===== config.mk =====
export PLATFORM = sky130hd
export DESIGN_NAME = instr_queue_reg
export DESIGN_NICKNAME = d
export VERILOG_FILES = /design/src/rtl/ir_pkg.sv /design/src/rtl/ir_fifo.sv /design/src/rtl/instr_queue_reg.sv
export SDC_FILE = /design/constraint.sdc
export NUM_CORES = 1
export LEC_CHECK = 0
export BUFFER_PORTS_ARGS = -buffer_cell sky130_fd_sc_hd__buf_2
export CAP_MARGIN = 25
export CORE_UTILIZATION = 54
export DETAILED_ROUTE_END_ITERATION = 12
export PLACE_DENSITY = 0.76
export SLEW_MARGIN = 20
export SYNTH_ARGS = -nofsm -noshare
export SYNTH_HDL_FRONTEND = slang
export SYNTH_HIERARCHICAL = 1
export SYNTH_SLANG_ARGS = --single-unit

===== constraint.sdc =====
create_clock -name clk -period 3 [get_ports clk]
set_input_delay 0.3 -clock clk [delete_from_list [all_inputs] [get_ports clk]]
set_output_delay 0.3 -clock clk [all_outputs]
set_load 0.1 [all_outputs]

===== src/rtl/ir_pkg.sv =====
// Shared instruction-word layout for the 16-bit multicycle processor:
// field bit positions, decoded field bundle and the decode helper.
package ir_pkg;

  localparam int unsigned INSTR_W = 16;

  localparam int unsigned OPC_HI  = 15;
  localparam int unsigned OPC_LO  = 12;
  localparam int unsigned FUNC_HI = 3;
  localparam int unsigned FUNC_LO = 0;
  localparam int unsigned RR1_HI  = 7;
  localparam int unsigned RR1_LO  = 4;
  localparam int unsigned RR2_HI  = 3;
  localparam int unsigned RR2_LO  = 0;
  localparam int unsigned OFF_HI  = 9;
  localparam int unsigned OFF_LO  = 8;
  localparam int unsigned SWLW_HI = 11;
  localparam int unsigned SWLW_LO = 10;
  localparam int unsigned WR_HI   = 11;
  localparam int unsigned WR_LO   = 8;

  typedef struct packed {
    logic [3:0] opcode;
    logic [3:0] funcfield;
    logic [3:0] read_reg1;
    logic [3:0] read_reg2;
    logic [1:0] offset;
    logic [1:0] reg_swlw;
    logic [3:0] write_reg;
  } ir_fields_t;

  function automatic ir_fields_t decode_ir(input logic [INSTR_W-1:0] w);
    ir_fields_t f;
    f.opcode    = w[OPC_HI:OPC_LO];
    f.funcfield = w[FUNC_HI:FUNC_LO];
    f.read_reg1 = w[RR1_HI:RR1_LO];
    f.read_reg2 = w[RR2_HI:RR2_LO];
    f.offset    = w[OFF_HI:OFF_LO];
    f.reg_swlw  = w[SWLW_HI:SWLW_LO];
    f.write_reg = w[WR_HI:WR_LO];
    return f;
  endfunction

endpackage


===== src/rtl/ir_fifo.sv =====
// DEPTH-entry prefetch FIFO holding {pc, instr} pairs; DEPTH need not be a
// power of two, so pointers wrap explicitly. clr empties it synchronously.
module ir_fifo #(
  parameter int unsigned DEPTH = 4,
  parameter int unsigned W     = 24
) (
  input  logic                       clk,
  input  logic                       rst,
  input  logic                       clr,
  input  logic                       push,
  input  logic                       pop,
  input  logic [W-1:0]               wdata,
  output logic                       full,
  output logic                       empty,
  output logic [W-1:0]               head,
  output logic [$clog2(DEPTH+1)-1:0] count
);

  localparam int unsigned PW = $clog2(DEPTH);
  localparam int unsigned CW = $clog2(DEPTH+1);

  logic [W-1:0]  mem_q [DEPTH];
  logic [PW-1:0] wptr_q, wptr_d;
  logic [PW-1:0] rptr_q, rptr_d;
  logic [CW-1:0] cnt_q, cnt_d;

  function automatic logic [PW-1:0] ptr_inc(input logic [PW-1:0] p);
    return (p == PW'(DEPTH-1)) ? '0 : p + 1'b1;
  endfunction

  assign full  = (cnt_q == CW'(DEPTH));
  assign empty = (cnt_q == '0);
  assign head  = mem_q[rptr_q];
  assign count = cnt_q;

  always_comb begin
    wptr_d = wptr_q;
    rptr_d = rptr_q;
    cnt_d  = cnt_q;
    if (clr) begin
      wptr_d = '0;
      rptr_d = '0;
      cnt_d  = '0;
    end else begin
      if (push) wptr_d = ptr_inc(wptr_q);
      if (pop)  rptr_d = ptr_inc(rptr_q);
      if (push && !pop)      cnt_d = cnt_q + 1'b1;
      else if (pop && !push) cnt_d = cnt_q - 1'b1;
    end
  end

  always_ff @(posedge clk or posedge rst) begin
    if (rst) begin
      wptr_q <= '0;
      rptr_q <= '0;
      cnt_q  <= '0;
    end else begin
      wptr_q <= wptr_d;
      rptr_q <= rptr_d;
      cnt_q  <= cnt_d;
    end
  end

  always_ff @(posedge clk) begin
    if (push && !clr) mem_q[wptr_q] <= wdata;
  end

endmodule


===== src/rtl/instr_queue_reg.sv =====
// Instruction register with prefetch queue: registered IR stage fed either
// from the FIFO head or, when the FIFO is empty, directly from fetch.
module instr_queue_reg
  import ir_pkg::*;
#(
  parameter int unsigned DEPTH = 4,
  parameter int unsigned AW    = 8
) (
  input  logic                       clk,
  input  logic                       rst,
  input  logic                       in_valid,
  output logic                       in_ready,
  input  logic [INSTR_W-1:0]         in_instr,
  input  logic [AW-1:0]              in_pc,
  input  logic                       advance,
  input  logic                       flush,
  output logic                       out_valid,
  output logic [INSTR_W-1:0]         out_instr,
  output logic [AW-1:0]              out_pc,
  output logic [3:0]                 opcode,
  output logic [3:0]                 funcfield,
  output logic [3:0]                 read_reg1,
  output logic [3:0]                 read_reg2,
  output logic [1:0]                 offset,
  output logic [1:0]                 reg_swlw,
  output logic [3:0]                 write_reg,
  output logic [$clog2(DEPTH+2)-1:0] count
);

  localparam int unsigned FCW = $clog2(DEPTH+1);
  localparam int unsigned CW  = $clog2(DEPTH+2);
  localparam int unsigned EW  = INSTR_W + AW;

  logic               valid_q, valid_d;
  logic [INSTR_W-1:0] instr_q, instr_d;
  logic [AW-1:0]      pc_q, pc_d;
  ir_fields_t         fld_q, fld_d;

  logic           fifo_full, fifo_empty;
  logic [EW-1:0]  fifo_head;
  logic [FCW-1:0] fifo_cnt;
  logic           xfer_in, consume, load, pop, bypass, push;

  // in_ready depends only on registered occupancy and flush, never on advance.
  assign in_ready = !fifo_full && !flush;
  assign xfer_in  = in_valid && in_ready;
  assign consume  = advance && valid_q;
  assign load     = (!valid_q || consume) && !flush;
  assign pop      = load && !fifo_empty;
  assign bypass   = load && fifo_empty && xfer_in;
  assign push     = xfer_in && !bypass;

  ir_fifo #(
    .DEPTH (DEPTH),
    .W     (EW)
  ) u_fifo (
    .clk   (clk),
    .rst   (rst),
    .clr   (flush),
    .push  (push),
    .pop   (pop),
    .wdata ({in_pc, in_instr}),
    .full  (fifo_full),
    .empty (fifo_empty),
    .head  (fifo_head),
    .count (fifo_cnt)
  );

  always_comb begin
    valid_d = valid_q;
    instr_d = instr_q;
    pc_d    = pc_q;
    if (flush) begin
      valid_d = 1'b0;
    end else if (load) begin
      valid_d = pop || bypass;
      if (pop) begin
        instr_d = fifo_head[INSTR_W-1:0];
        pc_d    = fifo_head[EW-1:INSTR_W];
      end else if (bypass) begin
        instr_d = in_instr;
        pc_d    = in_pc;
      end
    end
    fld_d = decode_ir(instr_d);
  end

  always_ff @(posedge clk or posedge rst) begin
    if (rst) begin
      valid_q <= 1'b0;
      instr_q <= '0;
      pc_q    <= '0;
      fld_q   <= '0;
    end else begin
      valid_q <= valid_d;
      instr_q <= instr_d;
      pc_q    <= pc_d;
      fld_q   <= fld_d;
    end
  end

  assign out_valid = valid_q;
  assign out_instr = instr_q;
  assign out_pc    = pc_q;
  assign opcode    = fld_q.opcode;
  assign funcfield = fld_q.funcfield;
  assign read_reg1 = fld_q.read_reg1;
  assign read_reg2 = fld_q.read_reg2;
  assign offset    = fld_q.offset;
  assign reg_swlw  = fld_q.reg_swlw;
  assign write_reg = fld_q.write_reg;
  assign count     = CW'(fifo_cnt) + CW'(valid_q);

endmodule


# Yosys cells after proc, flatten, opt, wreduce, memory -nomap -nowiden
# Memory sizes are Yosys's and may differ from the RTL's.
# Cells that the tools add are included.
# classes
n_reduce_logical	27
bitwise	1
shift	0
n_mul	0
mux	19
eq_ne	3
div	0
n_lt_le_gt_ge	0
add_sub_neg	5
# op_table
op	count
$mux W16	4
$mux W8	2
$mux W2	6
$logic_and A1 B1 Y1	11
$mux W3	3
$reduce_bool A2 Y1	4
$logic_not A1 Y1	7
$add A2 B1 Y2 const B	2
$eq A2 B2 Y1 const B	2
$mux W1	4
$add A3 B1 Y3	1
$add A3 B1 Y3 const B	1
$eq A3 B3 Y1 const B	1
$logic_not A3 Y1	1
$reduce_and A3 Y1	1
$reduce_bool A3 Y1	1
$sub A3 B1 Y3 const B	1
$logic_or A1 B1 Y1	2
$not A1 Y1	1
# word_totals
mem_bits_rw	96
latchBits	0
reg_bits	52
in_bits	29
out_inout_bits	53
romBits	0
memories	1
# mem_list
name	words	width	rd	rd_clocked_by_memory_dff	wr	line_no	text
u_fifo.mem_q	4	24	1	0	1	ir_fifo.sv:22	logic [W-1:0] mem_q [DEPTH];

# Logic depth before layout (Yosys ltp)
# logic_depth
ltp_word	12
ltp_mapped	11

# Cells and area by module
# Netlist, hierarchy kept.
# modules_own_cells
module	n_inst	cells_each	seq_area_each_um2	area_per_inst_um2
ir_fifo	1	173	3057.9	3957.5
instr_queue_reg	1	144	625.6	1482.7

# Worst setup path after synthesis
# OpenSTA, ideal clock, no wires.
# synth_path
path_type	register to register
startpoint	register u_fifo.cnt_q[0] (netlist: u_fifo/count[0])
endpoint	memory u_fifo.mem_q[0][0] (enable)
n_path_buf	1
synth_period_minus_slack_ps	3086
arrival_ps	2703
slack_ps	-86
setup_time_ps	383
stages_incl_launch_ff	9
cell_sequence	dfrtp_1 -> inv_1 -> and3_1 -> nor2_2 -> nand2_1 -> nor2_1 -> buf_2 -> nor2b_1 -> and2_1
# synth_between
elab_chain_len	10
# synth_rtl
item	line_no	text
start, declared	ir_fifo.sv:25	logic [CW-1:0] cnt_q, cnt_d;
start signal, assigned	ir_fifo.sv:60	cnt_q <= cnt_d;
$eq A3 B3 Y1 (*)	ir_fifo.sv:31	assign full = (cnt_q == CW'(DEPTH));
named net fifo_full	instr_queue_reg.sv:39	logic fifo_full, fifo_empty;
$logic_not A1 Y1 (*)	instr_queue_reg.sv:45	assign in_ready = !fifo_full && !flush;
$logic_and A1 B1 Y1 (*)	instr_queue_reg.sv:45	
named net in_ready	instr_queue_reg.sv:12	output logic in_ready,
$logic_and A1 B1 Y1 (*)	instr_queue_reg.sv:46	assign xfer_in = in_valid && in_ready;
$logic_and A1 B1 Y1	instr_queue_reg.sv:50	assign bypass = load && fifo_empty && xfer_in;
$logic_not A1 Y1	instr_queue_reg.sv:51	assign push = xfer_in && !bypass;
$logic_and A1 B1 Y1 (*)	instr_queue_reg.sv:51	
named net push	instr_queue_reg.sv:42	logic xfer_in, consume, load, pop, bypass, push;
$logic_and A1 B1 Y1 (*)	ir_fifo.sv:65	if (push && !clr) mem_q[wptr_q] <= wdata;
$mux W1 (*)	ir_fifo.sv:65	
$mux W1 (not written as such) (*)	ir_fifo.sv:65	
end, declared	ir_fifo.sv:22	
# Mark *: on every way through the listed nets, which the timed path passes. The rest lies on a longest branch.

# Final worst setup path
# layout_path
startpoint	register u_fifo.cnt_q[0] (netlist: u_fifo/count[0])
endpoint	memory u_fifo.mem_q[0][16] (enable)
# layout_between
elab_chain_len	10
# layout_rtl
item	line_no
$eq A3 B3 Y1 (*)	ir_fifo.sv:31
named net fifo_full	instr_queue_reg.sv:39
$logic_not A1 Y1 (*)	instr_queue_reg.sv:45
$logic_and A1 B1 Y1 (*)	instr_queue_reg.sv:45
$logic_and A1 B1 Y1 (*)	instr_queue_reg.sv:46
$logic_and A1 B1 Y1	instr_queue_reg.sv:50
$logic_not A1 Y1	instr_queue_reg.sv:51
$logic_and A1 B1 Y1 (*)	instr_queue_reg.sv:51
named net push	instr_queue_reg.sv:42
$logic_and A1 B1 Y1 (*)	ir_fifo.sv:65
$mux W1 (*)	ir_fifo.sv:65
$mux W1 (not written as such) (*)	ir_fifo.sv:65
# Marked as above.

==> flow_metrics.py <==
metrics = {
    "worst_setup_path": {
        "r2r_start": "u_fifo/count[0]$_DFFE_PP0P_",
        "rrSetupSlack_ps": 550,
        "cpMaxStageDelayCell": "dfrtp_1",
        "crit_family": "simple AND/OR/NAND/NOR gates",
        "arrival_ps": 2670,
        "worst-path-buf-inv": 2,
        "path_cells": "inv_1, and3_1, nor2_4, nand2_1, nor2_1, nor2b_1, and2_1, buf_12",
        "cp.required_ps": 3220,
        "cp-end-kind": "register",
        "rr_worst_depth": 8,
        "crit_start": "u_fifo/count[0]$_DFFE_PP0P_",
        "r2r_end": "u_fifo/mem_q[0][16]$_DFFE_PP_",
        "critPathLaunchType": "register",
        "cpPeakStageDelay_ps": 400,
        "path_max_fanout": 19,
        "path_class": "reg -> reg",
    },
    "finish": {
        "layout.nets": 427,
        "diodes": 0,
        "syn2layout_area_growth_pct": 17.69,
        "regMostFlops": "u_fifo/mem_q",
        "nFillCells": 682,
        "drive_gt1_share_pct": 39.85,
        "multi_input_area_mm2": 0.001418,
        "layout_commonest_cell": "edfxtp_1",
        "seq_area_mm2": 0.003685,
        "mostFrequentLayoutCells": "edfxtp_1 (96), buf_2 (81), dfrtp_1 (31), nor2_1 (30)",
        "largest_register_ffs": 96,
    },
    "floorplan": {
        "initial_core_util_pct": 55.66,
        "fp-row-count": 36,
        "die_h_um": 102.4,
        "core_mm2": 0.009774,
        "die-area_mm2": 0.01048,
        "fp.dieW_um": 102.4,
        "io_pins": 82,
    },
    "routing": {
        "vias": 2879,
        "drt-initial-drc-count": 132,
        "drt_pass1_iterations": 4,
        "ant_nets": 0,
        "wl_per_cell_um": 19.07,
        "drc": 0,
        "vias_per_cell": 5.361,
        "totalWireLength_mm": 10.24,
    },
    "global_route": {
        "grt_overflow_total": 0,
        "grt_max_degree": 30,
        "antenna_found_initial": 0,
        "grt_use_total_pct": 22.02,
        "grt_pass1_wl_mm": 15.95,
        "grt_pass1_vias": 3006,
    },
    "sta": {
        "timing_max_transition_violations_final": 0,
        "hold_viol": 0,
        "setup_viol": 0,
        "finClkSkew_ps": 9.336,
        "relSlewSlack_pct": 51.94,
        "tightest_slew_ps": 720.9,
        "period_share_pct": 81.77,
        "min_period_ps": 2453,
        "max_freq_mhz": 407.6,
        "finalSetupTns_ps": 0,
        "rsz0062_at_grt": "no",
    },
    "synthesis": {
        "ys_seq_elements": 128,
        "syn_avg_cell_area_um2": 17.16,
        "synth_seq_area_share_pct": 67.71,
        "yosys_warnings": 6,
        "synth_fp_nets": 353,
        "syn_inst": 317,
        "synth_area_mm2": 0.005440,
        "synth_cell_types": 36,
    },
    "clock_tree": {
        "numCtsBuffers": 17,
        "clock_latency_ps": 520,
        "cts_setup_buffers": 0,
        "cts_tree": "yes",
        "cts-resized-gates": 0,
        "ctsLongestPathBuffers": 2,
        "htree_levels": 4,
        "cts.sinks": 128,
        "cts-root-buf": "clkbuf_8",
        "clk_pin_slew_ps": 60,
    },
    "min_path": {
        "hold_path.class": "in -> reg",
        "hold_end": "u_fifo/mem_q[2][5]$_DFFE_PP_",
        "min-delay-start": "in_instr[5]",
        "whs_path_depth": 1,
    },
    "flow_run": {
        "maxCapViolCount": 0,
    },
    "placed_design": {
        "io_buffers": 81,
        "gp_congestion": 0.7285,
        "dp.final_hpwl_mm": 6.081,
    },
    "outcome": {
        "run_status": "finished, final reports clean",
    },
}
-- worst max path at each step --
stage	to	slack [ps]	cells past startpoint
after global routing	u_fifo/mem_q[0][16]$_DFFE_PP_	330	8
after floorplan	u_fifo/mem_q[0][0]$_DFFE_PP_	190	6
after CTS	u_fifo/mem_q[0][16]$_DFFE_PP_	530	8
after detailed placement	u_fifo/mem_q[0][10]$_DFFE_PP_	550	8
final	u_fifo/mem_q[0][16]$_DFFE_PP_	550	8
after global placement	u_fifo/mem_q[0][10]$_DFFE_PP_	640	8
-- kinds of logic (layout without fill, tap and decap cells) --
logic type	after synthesis	count (layout)	synth area share, %
DFF	128	128	67.71
xor gates and xnor gates	5	5	0.8051
buffers and inverters	48	135	6.601
AOI/OAI and AO/OA	44	44	6.210
adders and majority gates	7	7	1.748
and+or+nand+nor	52	52	4.922
muxes	33	33	12.01
-- metrics by stage --
step | area [um2] | hold WS [ps] | std cells | utilization, % | setup WS, ps
after floorplan | 5453 | 103.4 | 317 | - | 192.8
after global placement | 5808 | 250.6 | 501 | 59.42 | 635.8
after detailed placement | 5836 | 253.4 | 502 | 59.70 | 552.1
after CTS | 6402 | 2.802 | 537 | 65.50 | 527.7
after global routing | 6402 | 1.890 | 537 | 65.50 | 327.6
final | 6402 | 24.83 | 537 | 65.50 | 546.8
-- Yosys cell counts, drive strengths merged --
cell,count,area [um2]
xor2,3,26.28
and3,1,6.260
a22oi,16,165.2
nor3,4,31.28
mux4,24,563.0
nor3b,2,15.01
a21oi,24,142.6
nand2b,1,6.260
ha,6,75.07
edfxtp,96,2883
and2,5,31.28
a211oi,2,20.02
buf,39,325.3
fa,1,20.02
nor2b,4,32.53
xnor2,2,17.52
clkbuf,2,7.510
nor2,31,118.9
and4b,1,10.01
mux2i,9,90.09
dfrtp,32,800.8
inv,7,26.28
and3b,1,8.760
o21ai,2,10.01
nand2,2,7.510
-- layout make-up --
| type | instances | area share [%] |
|---|---|---|
| Inverter | 7 | 0.4104 |
| Sequential cell | 128 | 57.55 |
| Clock inverter | 14 | 1.857 |
| Timing Repair Buffer | 96 | 8.911 |
| Tap cell | 133 | 2.599 |
| Multi-Input combinational cell | 141 | 22.14 |
| Clock buffer | 18 | 6.527 |
-- metal layers --
metal  track usage (%)  vias to the layer above  routed length (um)
li1                  -                     1331                   -
met1             28.22                     1453                4457
met2             35.16                       84                5215
met3             6.908                       11                 415
met4             9.011                        0                 151
met5                 0                        -                   0
-- timing repair --
action                                  4_1_cts  5_1_grt
hold buffers                                  3        0
endpoints found under the setup margin        0        0
hold endpoints to repair                     24        0
-- worst reg2reg max path: cells and delay by family, from the launching register on --
kind | cells | cell delay (ps)
buffers and inverters | 2 | 320
flip-flops | 1 | 400
AND/OR/NAND/NOR | 6 | 1430
Power is left out: the tool's default activity adds up to more than one toggle a clock period on the data nets, which glitch-free logic cannot reach.
